### src/rtl/bit_serializer.sv
`default_nettype none
// ============================================================================
// Module      : bit_serializer
// Description : Parallel-to-serial front end. Accepts WIDTH-bit words over a
//               valid/ready handshake and shifts them out one bit per clock
//               on a registered serial line. Back-to-back words stream with
//               no idle gap between frames.
// Revision    : 1.0 - initial release
// ----------------------------------------------------------------------------
// Optional feature macro: SERIALIZER_PARITY_EN
//   When defined, each frame is followed by one even-parity bit (XOR of the
//   data bits) and frames become WIDTH+1 cycles long.
// ----------------------------------------------------------------------------
// Ports:
//   clk        in   1      rising-edge clock
//   reset      in   1      synchronous active-high reset
//   data_in    in   WIDTH  parallel word, sampled on an accepted handshake
//   data_valid in   1      upstream has a word on data_in
//   data_ready out  1      serializer can accept a word this cycle
//   out        out  1      serial bit stream (registered)
//   busy       out  1      a frame is in flight
//   frame_done out  1      pulse while the final bit of a frame is on out
// ============================================================================
module bit_serializer #(
    parameter int   WIDTH      = 8,
    parameter bit   MSB_FIRST  = 1'b1,
    parameter logic IDLE_LEVEL = 1'b0
) (
    input  logic             clk,
    input  logic             reset,
    input  logic [WIDTH-1:0] data_in,
    input  logic             data_valid,
    output logic             data_ready,
    output logic             out,
    output logic             busy,
    output logic             frame_done
);

    localparam int CW = $clog2(WIDTH + 1);

    localparam logic [1:0] S_IDLE  = 2'd0;
    localparam logic [1:0] S_SHIFT = 2'd1;
`ifdef SERIALIZER_PARITY_EN
    localparam logic [1:0] S_PAR   = 2'd2;
`else
    // Counter value on the cycle before the last data bit; frame_done is
    // registered, so it is set one edge ahead of the bit it marks.
    localparam logic [CW-1:0] c_penult = CW'(WIDTH - 2);
`endif

    localparam logic [CW-1:0] c_last = CW'(WIDTH - 1);
    localparam logic [CW-1:0] c_zero = '0;
    localparam logic [CW-1:0] c_one  = CW'(1);

    logic [1:0]       r_state;
    logic [1:0]       w_state_nxt;
    logic [CW-1:0]    r_cnt;
    logic [CW-1:0]    w_cnt_nxt;
    logic [WIDTH-1:0] r_shreg;
    logic [WIDTH-1:0] w_shreg_nxt;
    logic             r_out;
    logic             w_out_nxt;
    logic             r_frame_done;
    logic             w_frame_done_nxt;
    logic             w_accept;
    logic             w_last_bit;

    // Bit selection / shift direction for the loaded word and the register.
    logic             w_first_bit;
    logic [WIDTH-1:0] w_load_shifted;
    logic             w_next_bit;
    logic [WIDTH-1:0] w_shreg_shifted;

`ifdef SERIALIZER_PARITY_EN
    logic             r_par;
    logic             w_par_nxt;
`endif

    assign w_last_bit = (r_state == S_SHIFT) && (r_cnt == c_last);

`ifdef SERIALIZER_PARITY_EN
    assign data_ready = !reset && ((r_state == S_IDLE) || (r_state == S_PAR));
`else
    assign data_ready = !reset && ((r_state == S_IDLE) || w_last_bit);
`endif

    assign w_accept   = data_valid && data_ready;
    assign busy       = (r_state != S_IDLE);
    assign out        = r_out;
    assign frame_done = r_frame_done;

    // The first bit goes straight to the output register at the accept edge;
    // the shift register then holds the word already advanced by one position,
    // so its leading bit is always the next one to send.
    always_comb begin
        if (MSB_FIRST) begin
            w_first_bit     = data_in[WIDTH-1];
            w_load_shifted  = data_in << 1;
            w_next_bit      = r_shreg[WIDTH-1];
            w_shreg_shifted = r_shreg << 1;
        end else begin
            w_first_bit     = data_in[0];
            w_load_shifted  = data_in >> 1;
            w_next_bit      = r_shreg[0];
            w_shreg_shifted = r_shreg >> 1;
        end
    end

    // Next-state / next-output logic.
    always_comb begin
        w_state_nxt      = r_state;
        w_cnt_nxt        = r_cnt;
        w_shreg_nxt      = r_shreg;
        w_out_nxt        = r_out;
        w_frame_done_nxt = 1'b0;
`ifdef SERIALIZER_PARITY_EN
        w_par_nxt        = r_par;
`endif

        if (w_accept) begin
            // Load takes priority: this is also the gapless reload path from
            // the final bit of the previous frame.
            w_state_nxt = S_SHIFT;
            w_cnt_nxt   = c_zero;
            w_shreg_nxt = w_load_shifted;
            w_out_nxt   = w_first_bit;
`ifdef SERIALIZER_PARITY_EN
            w_par_nxt   = ^data_in;
`endif
        end else begin
            case (r_state)
                S_SHIFT: begin
                    if (r_cnt != c_last) begin
                        w_cnt_nxt   = r_cnt + c_one;
                        w_shreg_nxt = w_shreg_shifted;
                        w_out_nxt   = w_next_bit;
`ifndef SERIALIZER_PARITY_EN
                        w_frame_done_nxt = (r_cnt == c_penult);
`endif
                    end else begin
`ifdef SERIALIZER_PARITY_EN
                        w_state_nxt      = S_PAR;
                        w_out_nxt        = r_par;
                        w_frame_done_nxt = 1'b1;
`else
                        w_state_nxt = S_IDLE;
                        w_out_nxt   = IDLE_LEVEL;
                        w_cnt_nxt   = c_zero;
                        w_shreg_nxt = '0;
`endif
                    end
                end
`ifdef SERIALIZER_PARITY_EN
                S_PAR: begin
                    w_state_nxt = S_IDLE;
                    w_out_nxt   = IDLE_LEVEL;
                    w_cnt_nxt   = c_zero;
                    w_shreg_nxt = '0;
                end
`endif
                default: begin
                    w_state_nxt = S_IDLE;
                    w_out_nxt   = IDLE_LEVEL;
                    w_cnt_nxt   = c_zero;
                end
            endcase
        end
    end

    // State and output registers. Reset discards any frame in flight.
    always_ff @(posedge clk) begin
        if (reset) begin
            r_state      <= S_IDLE;
            r_cnt        <= c_zero;
            r_shreg      <= '0;
            r_out        <= IDLE_LEVEL;
            r_frame_done <= 1'b0;
`ifdef SERIALIZER_PARITY_EN
            r_par        <= 1'b0;
`endif
        end else begin
            r_state      <= w_state_nxt;
            r_cnt        <= w_cnt_nxt;
            r_shreg      <= w_shreg_nxt;
            r_out        <= w_out_nxt;
            r_frame_done <= w_frame_done_nxt;
`ifdef SERIALIZER_PARITY_EN
            r_par        <= w_par_nxt;
`endif
        end
    end

endmodule
`default_nettype wire

### config.mk
export PLATFORM = sky130hd
export DESIGN_NAME = bit_serializer
export DESIGN_NICKNAME = d
export VERILOG_FILES = /design/src/rtl/bit_serializer.sv
export SDC_FILE = /design/constraint.sdc
export NUM_CORES = 1
export LEC_CHECK = 0
export BUFFER_PORTS_ARGS = -buffer_cell sky130_fd_sc_hd__buf_2
export CORE_AREA = 2 2 39 41
export DETAILED_ROUTE_END_ITERATION = 10
export DIE_AREA = 0 0 41 43
export PLACE_DENSITY = 0.71
export RECOVER_POWER = 25
export SYNTH_ARGS = -nofsm -noshare
export SYNTH_HDL_FRONTEND = slang
export SYNTH_SLANG_ARGS = --single-unit
### constraint.sdc
create_clock -name clk -period 3.2 [get_ports clk]
set_input_delay 0.64 -clock clk [delete_from_list [all_inputs] [get_ports clk]]
set_output_delay 0.64 -clock clk [all_outputs]
set_load 0.05 [all_outputs]
==> run_summary.xml, run 1 <==
<?xml version="1.0" encoding="UTF-8"?>
<metrics>
  <group name="status">
    <metric name="outcome" unit="">finished clean</metric>
  </group>
  <group name="global_routing">
    <metric name="via_count_of_the_first_global_routing_pass" unit="">467</metric>
    <metric name="grtUsageTotal" unit="%">16.8</metric>
    <metric name="global_route.overflow_total" unit="">0</metric>
    <metric name="grt_start_max_net_pins" unit="">17</metric>
    <metric name="grt_first_pass_wirelength" unit="mm">1.97</metric>
    <metric name="number_of_antenna_violations_at_the_first_check_in_global_routing" unit="">0</metric>
  </group>
  <group name="detailed_routing">
    <metric name="detail-route-antenna-nets" unit="">0</metric>
    <metric name="detail_route.iter0.violations" unit="">22</metric>
    <metric name="vias" unit="">549</metric>
    <metric name="drt-pass1-iter-count" unit="">4</metric>
    <metric name="post-route-drc-count" unit="">0</metric>
    <metric name="vias_per_cell" unit="">5.60</metric>
    <metric name="wire_per_inst" unit="um">12.7</metric>
    <metric name="routed_wirelength" unit="mm">1.24</metric>
  </group>
  <group name="pwr">
    <metric name="power_frac_comb" unit="%">11.8</metric>
    <metric name="power_report.internal_total" unit="W">0.000266</metric>
    <metric name="pwr_density" unit="mW/mm^2">493</metric>
    <metric name="ir_drop" unit="uV">368</metric>
    <metric name="netSwitchingFraction" unit="%">25.3</metric>
    <metric name="clkPwrFrac" unit="%">35.2</metric>
    <metric name="share_of_power_burned_in_registers" unit="%">53.0</metric>
    <metric name="leakage" unit="nW">0.277</metric>
    <metric name="p_sw" unit="W">0.0000899</metric>
    <metric name="total_power" unit="W">0.000356</metric>
  </group>
  <group name="setup_path">
    <metric name="worstPathCellList" unit="">ha_1 &gt; nand3b_1 &gt; a21oi_1 &gt; buf_2</metric>
    <metric name="worst_setup_path_end_kind" unit="">output port</metric>
    <metric name="required_time_of_the_critical_path" unit="ps">2560</metric>
    <metric name="startpoint_type" unit="">flop</metric>
    <metric name="worst-path-buf-inv" unit="">1</metric>
    <metric name="worstSetupPathType" unit="">flop to output port</metric>
    <metric name="critical_path_slowest_stage_cell" unit="">sky130_fd_sc_hd__dfxtp_1</metric>
    <metric name="timing.critical_path.slowest_cell_delay" unit="ps">380</metric>
    <metric name="worst-path-max-fanout" unit="">9</metric>
    <metric name="data_arrival_critical_path" unit="ps">1620</metric>
    <metric name="critical-path-top-delay-family" unit="">flip-flops</metric>
  </group>
  <group name="final_layout">
    <metric name="utilization_of_the_core_after_routing" unit="%">52.2</metric>
    <metric name="final_nets" unit="">96</metric>
    <metric name="area.growth.synth_to_final" unit="%">10.7</metric>
    <metric name="fin_cells" unit="">98</metric>
    <metric name="layout_common_cells" unit="">sky130_fd_sc_hd__nand3_1 (15), sky130_fd_sc_hd__dfxtp_1 (14), sky130_fd_sc_hd__buf_2 (14), sky130_fd_sc_hd__o211ai_1 (6), sky130_fd_sc_hd__a31oi_1 (6)</metric>
    <metric name="fraction_of_final_layout_cells_with_drive_strength_greater_than_1" unit="%">24.4</metric>
    <metric name="diodes" unit="">0</metric>
    <metric name="mostFrequentLayoutCell" unit="">sky130_fd_sc_hd__nand3_1</metric>
  </group>
  <group name="placement">
    <metric name="gpl.final_weighted_congestion" unit="">0.716</metric>
    <metric name="preCtsSetupSlack" unit="ps">1340</metric>
    <metric name="dp.final_hpwl" unit="um">878</metric>
    <metric name="placement.io_buffers" unit="">14</metric>
    <metric name="place_inst" unit="">94</metric>
  </group>
  <group name="floorplan">
    <metric name="floorplan.core_area" unit="sq mm">0.00138</metric>
    <metric name="initial_utilization" unit="%">47.1</metric>
    <metric name="pin_count" unit="">15</metric>
    <metric name="dieWidth" unit="um">41</metric>
    <metric name="die_area" unit="sq mm">0.00176</metric>
    <metric name="placement_rows" unit="">14</metric>
    <metric name="fp.dieH" unit="um">43</metric>
  </group>
  <group name="synthesis">
    <metric name="synth_compound_gate_area_share" unit="%">19.6</metric>
    <metric name="synth_fa_ha_area_share" unit="%">3.84</metric>
    <metric name="yosys.area_share.xor_xnor" unit="%">2.69</metric>
    <metric name="synth_sequential_area_ratio" unit="%">43.0</metric>
    <metric name="synth_area" unit="sq um">652</metric>
    <metric name="postSynthNetCount" unit="">82</metric>
    <metric name="multiplexer_share_of_the_synthesized_area" unit="%">0</metric>
    <metric name="syn_avg_cell_area" unit="sq um">9.45</metric>
    <metric name="synth_cells" unit="">69</metric>
    <metric name="synth.yosys.warnings" unit="">0</metric>
    <metric name="synthSimpleGateAreaFrac" unit="%">21.1</metric>
    <metric name="synth_top_family_by_area" unit="">simple AND/OR/NAND/NOR gates</metric>
    <metric name="yosysUniqueCellTypes" unit="">19</metric>
    <metric name="postSynthRegisterBits" unit="">14</metric>
  </group>
  <group name="clock_tree">
    <metric name="cts.htree.levels" unit="">1</metric>
    <metric name="cts_hold_repair.buffers" unit="">0</metric>
    <metric name="source_to_sink_clock_delay_at_the_later_pin_of_the_worst_skew_pair" unit="ps">280</metric>
    <metric name="tritoncts_buffers" unit="">3</metric>
    <metric name="cts_num_sinks" unit="">14</metric>
    <metric name="root_buffer" unit="">sky130_fd_sc_hd__clkbuf_4</metric>
    <metric name="cts.path.max_buffers" unit="">2</metric>
    <metric name="clkTransAtPathRegs" unit="ps">80</metric>
    <metric name="cts-resized-gates" unit="">0</metric>
    <metric name="post_cts.repair.setup_buffers" unit="">0</metric>
    <metric name="tritoncts" unit="">done</metric>
  </group>
  <group name="sta">
    <metric name="rsz0062_at_grt" unit="">no</metric>
    <metric name="relSlewSlack" unit="%">68.0</metric>
    <metric name="slew_violations" unit="">0</metric>
    <metric name="timing_hold_violations_final" unit="">0</metric>
    <metric name="setup_viol_count_final" unit="">0</metric>
    <metric name="layout_min_cycle_time" unit="ps">2260</metric>
    <metric name="setup_total_negative_slack" unit="ps">0</metric>
    <metric name="upper_clock_frequency_limit" unit="MHz">442</metric>
    <metric name="postLayoutSetupSlackWorst" unit="ps">935</metric>
    <metric name="clock-skew-final" unit="ps">2.49</metric>
    <metric name="worst-slew-pin-transition" unit="ps">479</metric>
    <metric name="finalCritPeriodShare" unit="%">70.8</metric>
  </group>
  <group name="min_path">
    <metric name="timing.hold.worst.class" unit="">flop to flop</metric>
  </group>
  <group name="flow_run">
    <metric name="cap_violations" unit="">0</metric>
  </group>
</metrics>
-- routing by layer --
layer  up-vias  global-route usage (%)  wire [um]
li1        285                       -          -
met1       247                    22.4        602
met2        17                    24.1        564
met3         0                    4.71         73
met4         0                    8.00          0
met5         -                       0          0
-- cell type report --
type / instances / area, sq um
Timing Repair Buffer: 14 / 70.1
Tap cell: 16 / 20.0
Multi-Input combinational cell: 47 / 304
Clock buffer: 4 / 36.3
Sequential cell: 14 / 280
Fill cell: 137 / 662
Inverter: 3 / 11.3
-- path summary, 6_finish.rpt --
check                           startpoint          to  slack (ps)  cells past startpoint
worst max-delay path              r_cnt[0]  data_ready         940                      4
worst min-delay path            r_shreg[7]         out         480                      2
worst max register to register  r_state[0]  r_shreg[3]        1840                      3
worst min register to register  r_shreg[7]         out         480                      2
-- sequential cells by signal, summed over array words and instances, names as in the netlist --
name,count
frame_done,1
r_shreg,7
r_cnt,4
out,1
r_state,1
-- through the flow --
stage                     area, sq um  hold WS [ps]
after floorplan                   652           443
after global placement            689           466
after detailed placement          689           466
after CTS                         726           478
after global routing              722           503
final                             722           479
-- Yosys cell counts --
| library cell | instances | area (sq um) |
|---|---|---|
| sky130_fd_sc_hd__nor3_1 | 5 | 25.0 |
| sky130_fd_sc_hd__dfxtp_1 | 14 | 280 |
| sky130_fd_sc_hd__nand3b_1 | 1 | 7.51 |
| sky130_fd_sc_hd__a31oi_1 | 6 | 37.5 |
| sky130_fd_sc_hd__o211ai_1 | 6 | 45.0 |
| sky130_fd_sc_hd__xor2_1 | 1 | 8.76 |
| sky130_fd_sc_hd__nand2_1 | 1 | 3.75 |
| sky130_fd_sc_hd__inv_2 | 1 | 3.75 |
| sky130_fd_sc_hd__buf_6 | 4 | 45.0 |
| sky130_fd_sc_hd__buf_4 | 1 | 7.51 |
| sky130_fd_sc_hd__a21oi_1 | 4 | 20.0 |
| sky130_fd_sc_hd__inv_1 | 2 | 7.51 |
| sky130_fd_sc_hd__o211ai_2 | 2 | 25.0 |
| sky130_fd_sc_hd__and3b_1 | 1 | 8.76 |
| sky130_fd_sc_hd__xnor2_1 | 1 | 8.76 |
| sky130_fd_sc_hd__nand3b_2 | 1 | 11.3 |
| sky130_fd_sc_hd__ha_1 | 2 | 25.0 |
| sky130_fd_sc_hd__nand2b_1 | 1 | 6.26 |
| sky130_fd_sc_hd__nand3_1 | 15 | 75.1 |
-- worst register-to-register path: stages (launching register included) --
cell and delay, ps:
sky130_fd_sc_hd__dfxtp_1 530, sky130_fd_sc_hd__inv_1 320, sky130_fd_sc_hd__o211ai_1 280, sky130_fd_sc_hd__a31oi_1 100
-- logic make-up after synthesis --
family	count (synthesis)
AOI/OAI and AO/OA	18
xor gates and xnor gates	2
adders and majority gates	2
buffers and inverters	8
DFF	14
and+or+nand+nor	25
-- power by group through the flow --
stage | logic, W | registers (W) | clock network (W)
final | 0.0000421 | 0.000189 | 0.000125
after global routing | 0.0000465 | 0.000189 | 0.000137
after CTS | 0.0000423 | 0.000189 | 0.000130
after detailed placement | 0.0000421 | 0.000193 | 0
after global placement | 0.0000416 | 0.000193 | 0
after floorplan | 0.0000308 | 0.000195 | 0
(Power assumes the default switching activity.)
==> run 2: changes to the inputs <==
- CORE_AREA: 2 2 39 41 -> 2 2 40 42
- DIE_AREA: 0 0 41 43 -> 0 0 42 44
- PLACE_DENSITY: 0.71 -> 0.67
- clock period: 3.2 -> 2.4 ns (I/O delays scaled with it)
==> run_summary.xml, run 2 (synthesis gave the netlist of run 1 again) <==
<?xml version="1.0" encoding="UTF-8"?>
<metrics>
  <group name="sta">
    <metric name="worst-slew-pin-transition" unit="ps">477</metric>
    <metric name="rsz0062_at_grt" unit="">no</metric>
    <metric name="clock-skew-final" unit="ps">4.48</metric>
    <metric name="layout_min_cycle_time" unit="ps">2100</metric>
    <metric name="setup_viol_count_final" unit="">0</metric>
    <metric name="timing_hold_violations_final" unit="">0</metric>
    <metric name="slew_violations" unit="">0</metric>
    <metric name="finalCritPeriodShare" unit="%">87.5</metric>
    <metric name="relSlewSlack" unit="%">68.2</metric>
    <metric name="upper_clock_frequency_limit" unit="MHz">476</metric>
    <metric name="setup_total_negative_slack" unit="ps">0</metric>
  </group>
  <group name="floorplan">
    <metric name="floorplan.core_area" unit="sq mm">0.00142</metric>
    <metric name="dieWidth" unit="um">42</metric>
    <metric name="die_area" unit="sq mm">0.00185</metric>
    <metric name="placement_rows" unit="">14</metric>
    <metric name="initial_utilization" unit="%">45.9</metric>
    <metric name="pin_count" unit="">15</metric>
    <metric name="fp.dieH" unit="um">44</metric>
  </group>
  <group name="final_layout">
    <metric name="multiInputGateArea" unit="sq um">304</metric>
    <metric name="registers.top_by_ff_count" unit="">r_shreg</metric>
    <metric name="layout_fillers" unit="">145</metric>
    <metric name="diodes" unit="">0</metric>
    <metric name="layout_top_registers" unit="">r_shreg (7), r_cnt (4)</metric>
    <metric name="layout_common_cells" unit="">sky130_fd_sc_hd__nand3_1 (15), sky130_fd_sc_hd__dfxtp_1 (14), sky130_fd_sc_hd__buf_2 (14), sky130_fd_sc_hd__o211ai_1 (6), sky130_fd_sc_hd__a31oi_1 (6)</metric>
    <metric name="fin_area" unit="sq um">708</metric>
    <metric name="final_nets" unit="">96</metric>
    <metric name="area.growth.synth_to_final" unit="%">8.64</metric>
    <metric name="fraction_of_final_layout_cells_with_drive_strength_greater_than_1" unit="%">23.5</metric>
    <metric name="register_area" unit="sq um">280</metric>
    <metric name="mostFrequentLayoutCell" unit="">sky130_fd_sc_hd__nand3_1</metric>
    <metric name="largest_register_ffs" unit="">7</metric>
  </group>
  <group name="global_routing">
    <metric name="via_count_of_the_first_global_routing_pass" unit="">448</metric>
    <metric name="global_route.overflow_total" unit="">0</metric>
    <metric name="grt_first_pass_wirelength" unit="mm">1.99</metric>
    <metric name="grt_start_max_net_pins" unit="">17</metric>
    <metric name="number_of_antenna_violations_at_the_first_check_in_global_routing" unit="">0</metric>
    <metric name="grtUsageTotal" unit="%">14.8</metric>
  </group>
  <group name="pwr">
    <metric name="leakage" unit="nW">0.269</metric>
    <metric name="pwr_density" unit="mW/mm^2">614</metric>
    <metric name="ir_drop" unit="uV">317</metric>
  </group>
  <group name="detailed_routing">
    <metric name="vias" unit="">549</metric>
    <metric name="post-route-drc-count" unit="">0</metric>
    <metric name="wire_per_inst" unit="um">12.7</metric>
    <metric name="vias_per_cell" unit="">5.66</metric>
    <metric name="drt-pass1-iter-count" unit="">4</metric>
    <metric name="routed_wirelength" unit="mm">1.23</metric>
    <metric name="detail-route-antenna-nets" unit="">0</metric>
    <metric name="detail_route.iter0.violations" unit="">20</metric>
  </group>
  <group name="clock_tree">
    <metric name="cts.path.max_buffers" unit="">2</metric>
    <metric name="clkTransAtPathRegs" unit="ps">80</metric>
    <metric name="cts_num_sinks" unit="">14</metric>
    <metric name="tritoncts_buffers" unit="">3</metric>
    <metric name="post_cts.repair.setup_buffers" unit="">0</metric>
    <metric name="cts.htree.levels" unit="">1</metric>
    <metric name="root_buffer" unit="">sky130_fd_sc_hd__clkbuf_4</metric>
    <metric name="tritoncts" unit="">done</metric>
    <metric name="cts-resized-gates" unit="">0</metric>
    <metric name="source_to_sink_clock_delay_at_the_later_pin_of_the_worst_skew_pair" unit="ps">280</metric>
    <metric name="cts_hold_repair.buffers" unit="">0</metric>
  </group>
  <group name="placement">
    <metric name="detailed_place.area" unit="sq um">689</metric>
    <metric name="gpl.final_weighted_congestion" unit="">0.696</metric>
    <metric name="placement.io_buffers" unit="">14</metric>
    <metric name="dp.final_hpwl" unit="um">848</metric>
  </group>
  <group name="setup_path">
    <metric name="worst-r2r-cell-count" unit="">3</metric>
    <metric name="timing.critical_path.slowest_cell_delay" unit="ps">370</metric>
    <metric name="rrSetupSlack" unit="ps">1050</metric>
    <metric name="worstSetupPathType" unit="">flop to output port</metric>
    <metric name="required_time_of_the_critical_path" unit="ps">1920</metric>
    <metric name="startpoint_type" unit="">flop</metric>
    <metric name="worst-path-max-fanout" unit="">9</metric>
    <metric name="data_arrival_critical_path" unit="ps">1620</metric>
    <metric name="worst_setup_path_end_kind" unit="">output port</metric>
    <metric name="worstPathCellList" unit="">ha_1 &gt; nand3b_1 &gt; a21oi_1 &gt; buf_2</metric>
    <metric name="critical_path_slowest_stage_cell" unit="">sky130_fd_sc_hd__dfxtp_1</metric>
  </group>
  <group name="flow_run">
    <metric name="cap_violations" unit="">0</metric>
  </group>
  <group name="status">
    <metric name="outcome" unit="">finished clean</metric>
  </group>
  <group name="min_path">
    <metric name="timing.hold.worst.class" unit="">input port to flop</metric>
    <metric name="hold-path-cell-count" unit="">3</metric>
  </group>
</metrics>
==> run 2: cell count changes in the layout (fill, tap and decap cells not counted), sizes merged <==
cell,change
clkbuf,-1
==> run 2: power by group <==
part           switching (W)  leakage [nW]  internal [W]  total (W)
Combinational      0.0000360         0.141     0.0000196  0.0000557
Sequential        0.00000838         0.115      0.000243   0.000251
Clock              0.0000694        0.0138     0.0000582   0.000128
Total               0.000114         0.269      0.000321   0.000435
==> run 2: final timing paths <==
check,from,end
worst max-delay path,r_cnt[0],data_ready
worst min-delay path,data_in[7],out
worst max register to register,r_state[0],r_shreg[3]
worst min register to register,r_shreg[7],out
==> run 2: worst max-delay path: cells and delay by family, from the launching register on <==
kind | cells | cell delay, ps
buffers and inverters | 1 | 270
AOI/OAI and AO/OA | 1 | 210
and+or+nand+nor | 1 | 270
DFF | 1 | 370
adders and majority gates | 1 | 210
==> run 2: area by class of cell <==
class                           instances  area share, %
Multi-Input combinational cell         47           42.9
Clock buffer                            3           3.18
Inverter                                3           1.59
Tap cell                               16           2.83
Sequential cell                        14           39.6
Timing Repair Buffer                   14           9.89
==> run 2: layer usage <==
metal | up-vias | share of wire (%) | track usage, %
met5 | - | 0 | 0
met4 | 0 | 1.1 | 7.74
met3 | 2 | 7.0 | 7.08
met2 | 13 | 45 | 20.0
met1 | 251 | 47 | 19.4
li1 | 283 | - | -
==> run 2: per-stage QoR <==
stage,setup WS (ps),total power (W),hold slack [ps],util [%],cells
detailed placement,700,0.000313,468,48.6,94
floorplan,378,0.000301,443,-,69
CTS,380,0.000443,453,50.2,97
global route,166,0.000455,464,49.9,97
finish,300,0.000435,463,49.9,97
global placement,716,0.000312,463,48.6,94
